`config.mk`:
```
export PLATFORM = sky130hd
export DESIGN_NAME = adaptive_traffic_ctrl_n
export DESIGN_NICKNAME = d
export VERILOG_FILES = /design/src/rtl/adaptive_traffic_ctrl_n.sv
export SDC_FILE = /design/constraint.sdc
export NUM_CORES = 1
export LEC_CHECK = 0
export CAP_MARGIN = 0
export CORE_MARGIN = 2
export CORE_UTILIZATION = 43
export CTS_CLUSTER_DIAMETER = 200
export DETAILED_ROUTE_END_ITERATION = 10
export GPL_TIMING_DRIVEN = 0
export HOLD_SLACK_MARGIN = 0.08
export PLACE_DENSITY_LB_ADDON = 0.1
export SLEW_MARGIN = 10
export SYNTH_ARGS = -nofsm -noshare
export SYNTH_HDL_FRONTEND = slang
export SYNTH_SLANG_ARGS = --single-unit
export TNS_END_PERCENT = 10
```
`constraint.sdc`:
```
create_clock -name clk -period 7.8 [get_ports clk]
set_input_delay 1.56 -clock clk [delete_from_list [all_inputs] [get_ports clk]]
set_output_delay 1.56 -clock clk [all_outputs]
set_load 0.1 [all_outputs]
```
`src/rtl/adaptive_traffic_ctrl_n.sv`:
```
// N-way adaptive traffic-light controller: densest approach wins, round-robin on ties,
// density-scaled green, yellow and all-red clearance. Optional ATC_EMERGENCY_EN adds emg_req.
module adaptive_traffic_ctrl_n #(
   parameter int N_WAY      = 4,
   parameter int SENS_W     = 2,
   parameter int GREEN_BASE = 8,
   parameter int GREEN_STEP = 4,
   parameter int YELLOW_T   = 3,
   parameter int ALLRED_T   = 1,
   parameter int TIMER_W    = 8
) (
   input  logic                        clk,
   input  logic                        rst,
   input  logic [N_WAY*SENS_W-1:0]     sens,
`ifdef ATC_EMERGENCY_EN
   input  logic [N_WAY-1:0]            emg_req,
`endif
   output logic [N_WAY*3-1:0]          light,
   output logic [$clog2(N_WAY)-1:0]    cur_way,
   output logic                        phase_start
);

   localparam int WAY_W = $clog2(N_WAY);

   localparam logic [1:0] S_ALLRED = 2'd0;
   localparam logic [1:0] S_GREEN  = 2'd1;
   localparam logic [1:0] S_YELLOW = 2'd2;

   logic [1:0]           state_q, state_d;
   logic [TIMER_W-1:0]   timer_q, timer_d;
   logic [WAY_W-1:0]     cur_q, cur_d;
   logic [WAY_W-1:0]     tgt_q, tgt_d;
   logic                 boot_q, boot_d;
   logic                 ps_q, ps_d;
   logic [N_WAY*3-1:0]   light_q, light_d;

   logic [SENS_W-1:0]    maxd;
   logic [SENS_W-1:0]    cur_dens;
   logic [WAY_W-1:0]     next_way, init_way;
   logic [TIMER_W-1:0]   g_m1, t_now;
   logic                 emg_v;
   logic [WAY_W-1:0]     emg_way;

   // First approach at density m, scanning start, start+1, ... with wrap.
   function automatic logic [WAY_W-1:0] scan_from(input int start,
                                                  input logic [SENS_W-1:0] m,
                                                  input logic [N_WAY*SENS_W-1:0] s);
      logic [WAY_W-1:0] r;
      logic             hit;
      int               idx;
      r   = '0;
      hit = 1'b0;
      for (int k = 0; k < N_WAY; k++) begin
         idx = (start + k) % N_WAY;
         if (!hit && s[idx*SENS_W +: SENS_W] == m) begin
            r   = idx[WAY_W-1:0];
            hit = 1'b1;
         end
      end
      return r;
   endfunction

   always_comb begin
      maxd = '0;
      for (int i = 0; i < N_WAY; i++) begin
         if (sens[i*SENS_W +: SENS_W] > maxd) maxd = sens[i*SENS_W +: SENS_W];
      end
   end

   assign next_way = scan_from(int'(cur_q) + 1, maxd, sens);
   assign init_way = scan_from(0, maxd, sens);
   assign cur_dens = sens[cur_q*SENS_W +: SENS_W];
   assign g_m1     = TIMER_W'(GREEN_BASE - 1) + TIMER_W'(GREEN_STEP) * TIMER_W'(cur_dens);
   // Green length is only known on its first cycle, so the timer is loaded from there.
   assign t_now    = ps_q ? g_m1 : timer_q;

`ifdef ATC_EMERGENCY_EN
   always_comb begin
      emg_v   = 1'b0;
      emg_way = '0;
      for (int i = N_WAY - 1; i >= 0; i--) begin
         if (emg_req[i]) begin
            emg_v   = 1'b1;
            emg_way = i[WAY_W-1:0];
         end
      end
   end
`else
   assign emg_v   = 1'b0;
   assign emg_way = '0;
`endif

   always_comb begin
      state_d = state_q;
      timer_d = timer_q;
      cur_d   = cur_q;
      tgt_d   = tgt_q;
      boot_d  = boot_q;
      ps_d    = 1'b0;
      case (state_q)
         S_GREEN: begin
            if (emg_v && emg_way == cur_q) begin
               timer_d = t_now;
            end else if (emg_v) begin
               state_d = S_YELLOW;
               timer_d = TIMER_W'(YELLOW_T - 1);
               tgt_d   = emg_way;
            end else if (t_now != '0) begin
               timer_d = t_now - 1'b1;
            end else if (maxd == '0 || next_way == cur_q) begin
               ps_d    = 1'b1;
               timer_d = '0;
            end else begin
               state_d = S_YELLOW;
               timer_d = TIMER_W'(YELLOW_T - 1);
               tgt_d   = next_way;
            end
         end
         S_YELLOW: begin
            if (emg_v) tgt_d = emg_way;
            if (timer_q == '0) begin
               state_d = S_ALLRED;
               timer_d = TIMER_W'(ALLRED_T - 1);
            end else begin
               timer_d = timer_q - 1'b1;
            end
         end
         default: begin
            if (emg_v) begin
               tgt_d  = emg_way;
               boot_d = 1'b0;
            end
            if (timer_q == '0) begin
               state_d = S_GREEN;
               ps_d    = 1'b1;
               boot_d  = 1'b0;
               cur_d   = emg_v ? emg_way : (boot_q ? init_way : tgt_q);
               timer_d = '0;
            end else begin
               timer_d = timer_q - 1'b1;
            end
         end
      endcase
   end

   always_comb begin
      light_d = '0;
      for (int i = 0; i < N_WAY; i++) begin
         if (state_d == S_GREEN && cur_d == i[WAY_W-1:0])       light_d[i*3 +: 3] = 3'b001;
         else if (state_d == S_YELLOW && cur_d == i[WAY_W-1:0]) light_d[i*3 +: 3] = 3'b010;
         else                                                   light_d[i*3 +: 3] = 3'b100;
      end
   end

   always_ff @(posedge clk) begin
      if (rst) begin
         state_q <= S_ALLRED;
         timer_q <= TIMER_W'(ALLRED_T - 1);
         cur_q   <= '0;
         tgt_q   <= '0;
         boot_q  <= 1'b1;
         ps_q    <= 1'b0;
         light_q <= {N_WAY{3'b100}};
      end else begin
         state_q <= state_d;
         timer_q <= timer_d;
         cur_q   <= cur_d;
         tgt_q   <= tgt_d;
         boot_q  <= boot_d;
         ps_q    <= ps_d;
         light_q <= light_d;
      end
   end

   assign light       = light_q;
   assign cur_way     = cur_q;
   assign phase_start = ps_q;

endmodule
```
After elaboration in Yosys (flattened, before gate mapping)
Cells that the tools add are included.

Register bits: 28. Input port bits: 10. Output and inout port bits: 15.

Add/subtract/negate cells: 7. Order comparisons: 4. Eq/ne operators: 16. Shift operators: 5. Mux-type cells: 42. Bitwise logic cells: 7. Reductions and logical operators: 36.

Operators with widths (count): variable part select 8 x 4 -> 2 bit (5); two-way mux 2 bit (18); two-way mux 8 bit (4); two-way mux 3 bit (8); equality test 2 bit (9); OR reduction 2 bit (9); subtractor 8 x 1 -> 8 bit (second input constant) (2); logical AND 1 bit (14); two-way mux 1 bit (10); equality test 2 bit (second input constant) (4); zero test 8 bit (1); nonzero test 8 bit (1); equality test 2 x 1 -> 1 bit (second input constant) (3); greater-than comparator 2 bit (3); zero test 1 bit (6); adder 3 x 4 -> 5 bit (first input constant) (1); adder 2 x 1 -> 2 bit (second input constant) (2); adder 2 bit (second input constant) (2); bitwise AND 1 bit (first input constant) (4); zero test 2 bit (2); case mux 2 bit (2 select lines) (1); inverter 1 bit (3); AND reduction 3 bit (1); greater-than comparator 2 x 1 -> 1 bit (second input constant) (1); 3 further kinds (3).

Depth between registers and ports, before layout
Depth in word-level cells: 28. Depth in mapped cells: 22.

Worst setup path after synthesis
OpenSTA, ideal clock, no wires.

Path kind: in2reg. From: in sens[0]. To: reg light_q[2], in the netlist light[2]. Setup time: 0.134 ns. Arrival time: 5.833 ns. Slack: 1.833 ns. Stages on the path: 22. Buffers on the path: 3. Path through: buf_6 -> dlygate4sd1_1 -> ha_1 -> nor4_2 -> a21o_2 -> nor2_1 -> ha_1 -> nand2b_2 -> a221oi_2 -> nand2_1 -> nand2_1 -> ha_1 -> nand2b_1 -> nand2_1 -> nor2_1 -> bufbuf_8 -> nor3_1 -> o32ai_2 -> a41oi_4 -> and2_4 -> o311ai_2 -> or4b_1.

Cells in the longest elaborated chain, start to end: 28.

RTL lines: start: declaration (RTL line 14) `input logic [N_WAY*SENS_W-1:0] sens,`; greater-than comparator 2 x 1 -> 1 bit (RTL line 66) `if (sens[i*SENS_W +: SENS_W] > maxd) maxd = sens[i*SENS_W +: SENS_W];`; two-way mux 2 bit (RTL line 66); greater-than comparator 2 bit (RTL line 66); two-way mux 2 bit (RTL line 66); greater-than comparator 2 bit (RTL line 66); two-way mux 2 bit (RTL line 66); greater-than comparator 2 bit (RTL line 66); two-way mux 2 bit (RTL line 66); (+12 left out); logical OR 1 bit (RTL line 110) `end else if (maxd == '0 || next_way == cur_q) begin`; two-way mux 2 bit (RTL line 110); two-way mux 2 bit (RTL line 108) `end else if (t_now != '0) begin`; case mux 2 bit (2 select lines) (RTL line 100) `case (state_q)`; equality test 2 bit (RTL line 150) `else if (state_d == S_YELLOW && cur_d == i[WAY_W-1:0]) light_d[i*3 +: 3] = 3'b010;`; logical AND 1 bit (RTL line 150); two-way mux 3 bit (RTL line 150); two-way mux 3 bit (*) (RTL line 149) `if (state_d == S_GREEN && cur_d == i[WAY_W-1:0]) light_d[i*3 +: 3] = 3'b001;`; end signal: assignment (RTL line 163) `light_q <= {N_WAY{3'b100}};`; end signal: assignment (RTL line 171) `light_q <= light_d;`; end: declaration (RTL line 35) `logic [N_WAY*3-1:0] light_q, light_d;`.

Every way passes the cells marked *; elsewhere a longest branch is shown, timed or not. A chain may end at the register's enable or synchronous reset.

Final worst setup path
From: in sens[3]. To: reg light_q[2], in the netlist light[2].

Cells in the longest elaborated chain, start to end: 26.

RTL lines: greater-than comparator 2 bit (RTL line 66); two-way mux 2 bit (RTL line 66); greater-than comparator 2 bit (RTL line 66); two-way mux 2 bit (RTL line 66); greater-than comparator 2 bit (RTL line 66); two-way mux 2 bit (RTL line 66); equality test 2 bit (RTL line 55) `if (!hit && s[idx*SENS_W +: SENS_W] == m) begin`; two-way mux 1 bit (RTL line 55); (+10 left out); logical OR 1 bit (RTL line 110); two-way mux 2 bit (RTL line 110); two-way mux 2 bit (RTL line 108); case mux 2 bit (2 select lines) (RTL line 100); equality test 2 bit (RTL line 150); logical AND 1 bit (RTL line 150); two-way mux 3 bit (RTL line 150); two-way mux 3 bit (*) (RTL line 149).

Marks and branches as above.

==> flow_summary.yaml <==
run_status:
  status: "finished clean"
floorplan:
  io_pins: 25
  initial_utilization: 0.448
  die-area_um2: 6400
  core_um2: 5540
  fp-row-count: 27
  die_w_um: 80
  die_y_um: 80
synth:
  synth-async-reset-ratio: 0
  synth_seq_area_share: 0.226
  synth.net_count: 328
  synthTopCellsByArea: "dfxtp_1, ha_1, nor2_1"
  synth_top_area_share: 0.226
  synth_warnings: 0
  synth_flop_cell: "dfxtp_1"
  yosys_register_bits: 28
  postSynthAreaPerCell_um2: 8.20
  synth_edf_count: 0
  yosysTopAreaCell: "dfxtp_1"
  synthCells: 303
  synth.distinct_cells: 71
  synth_area_um2: 2480
route:
  postRouteAntennaNets: 0
  drc: 0
  first_pass_iters: 4
  wl_per_cell_um: 14.1
  vias: 2231
  drt_iter0_markers: 79
  drt-vias-per-instance: 5.55
  wl_um: 5680
cells_and_area:
  syn2layout_area_growth_pct: 15.8
  seqCellArea_um2: 561
  final_nets: 356
  final_area_um2: 2880
  layout-drive-gt1-share: 0.127
  diodes: 0
  mostFrequentLayoutCells: "nor2_1, dfxtp_1, clkdlybuf4s50_1, nand2_1, a21oi_1"
  fill_cells: 543
  multi_input_area_um2: 1750
  mostFrequentLayoutCell: "nor2_1"
timing:
  fin_tns_setup_ns: 0
  tightest_slew_ns: 0.977
  min_period_ns: 6.83
  drv_slew: 0
  worst_clock_skew_ns: 0.0109
  finalCritPeriodShare: 0.876
  grt_setup_unrepaired: "false"
  slew_headroom: 0.346
  fmax_mhz: 146
  finalSetupViolCount: 0
  hold_viol_final: 0
placement:
  place_area_um2: 2800
  port_buffers: 23
  gp_congestion: 0.835
  dp_hpwl_um: 4570
clock_tree:
  clk_pin_slew_ns: 0.10
  cts-resized-gates: 0
  cts_sinks: 28
  postCtsSetupRepairBufs: 0
  clockBufferDepth: 2
  clock_latency_ns: 0.27
  cts.htree.levels: 1
  clockRootBuffer: "clkbuf_8"
  cts-buffers-inserted: 3
  ctsHoldBuffers: 0
  cts_tree: "yes"
worst_setup_path:
  end_kind: "register"
  cp.arrival_ns: 6.99
  crit_path_start_kind: "input port"
  crit_fanout: 10
  crit_required_ns: 7.95
  critPathKind: "input port to register"
hold_path:
  hold_path.class: "register to register"
flow_run:
  cap_violations: 0
grt:
  grt_max_degree: 17
  grt_pass1_vias: 2047
  antenna_found_initial: 0
  grt_pass1_wl_um: 9450
  overflow: 0
  track_usage: 0.182
power_and_ir_drop:
  vdd_drop_max_uv: 195
  p_per_area_nw_per_um2: 355
  p_leak_nw: 1.13
## critical path: stages
cell and delay [ns]:
clkdlybuf4s50_1 0.65, inv_1 0.08, ha_1 0.34, nor4_2 0.42
a21o_2 0.17, nor2_1 0.04, ha_1 0.28, nand2b_2 0.09
a221oi_2 0.35, nand2_1 0.12, nand2_1 0.10, ha_1 0.22
nand2b_1 0.14, nand2_1 0.18, nor2_1 0.20, bufbuf_8 0.29
o21ai_0 0.12, o211a_1 0.26, a211oi_1 0.61, nand2_1 0.24
or4b_1 0.52
## synthesized netlist by cell type (all sizes together) (3+ instances only)
| cell | number |
|---|---|
| dfxtp | 28 |
| nand2b | 9 |
| or3 | 7 |
| a31oi | 5 |
| a21oi | 20 |
| o2111ai | 3 |
| nor2 | 41 |
| nand3 | 8 |
| or4b | 3 |
| xnor2 | 7 |
| ha | 15 |
| clkbuf | 6 |
| a21o | 5 |
| o32ai | 3 |
| nor3 | 6 |
| nor3b | 3 |
| buf | 4 |
| mux4 | 4 |
| o21ai | 17 |
| a32oi | 3 |
| nor4b | 3 |
| nand2 | 23 |
| mux2i | 6 |
| inv | 17 |
| xor2 | 8 |
| nor2b | 4 |
| and2 | 5 |
| o21bai | 3 |
| mux2 | 3 |
| nand4 | 3 |
## layout make-up
type,instances,share of cell area
clock buffer,3,0.0144
inverter,17,0.0222
sequential,28,0.195
tap,72,0.0313
buffer,12,0.0379
multi-input combinational,246,0.609
clock inverter,1,0.0104
timing repair buffer,23,0.0801
## worst paths after layout
| kind | from | end | slack, ns | cells after the start |
|---|---|---|---|---|
| worst max-delay path | sens[3] | light[2] | 0.97 | 21 |
| worst min-delay path | tgt_q[0] | tgt_q[0] | 0.46 | 2 |
| worst max register to register | state_q[0] | light[8] | 4.59 | 10 |
| worst min register to register | tgt_q[0] | tgt_q[0] | 0.46 | 2 |
## layer usage
metal  track usage  vias to the layer above  share of wire
met2         0.322                       28           0.49
met1         0.245                     1051           0.49
met5             0                        -              0
met3        0.0147                        2          0.019
li1              -                     1150              -
met4        0.0322                        0         0.0028
## through the flow
stage,utilization,hold WS (ns),total power (W),std cells,setup WS [ns]
after global placement,0.506,0.445,0.000908,398,0.728
after floorplan,-,0.432,0.000774,303,1.83
after global routing,0.519,0.488,0.00111,402,0.591
final,0.519,0.459,0.00102,402,0.966
after CTS,0.519,0.465,0.00103,402,1.01
after detailed placement,0.506,0.450,0.000910,398,0.701
## state kept, by name, summed over array words and instances (netlist names)
signal / cells
tgt_q: 2
state_q: 2
timer_q: 8
cur_way: 2
phase_start: 1
boot_q: 1
light: 12
## cells by family after synthesis
group | share of synthesized area
AND/OR/NAND/NOR | 0.273
AO/OA/AOI/OAI | 0.229
buffers and inverters | 0.0695
flip-flops | 0.226
XOR/XNOR | 0.0529
adder cells (fa/ha/maj) | 0.0756
multiplexers | 0.0751
## power breakdown
part | leakage [nW] | switching [W] | internal [W]
clock | 0.0357 | 0.0000431 | 0.0000686
combinational | 0.869 | 0.000431 | 0.000271
sequential | 0.228 | 0.0000285 | 0.000179
total | 1.13 | 0.000503 | 0.000519
(Power assumes the default switching activity.)
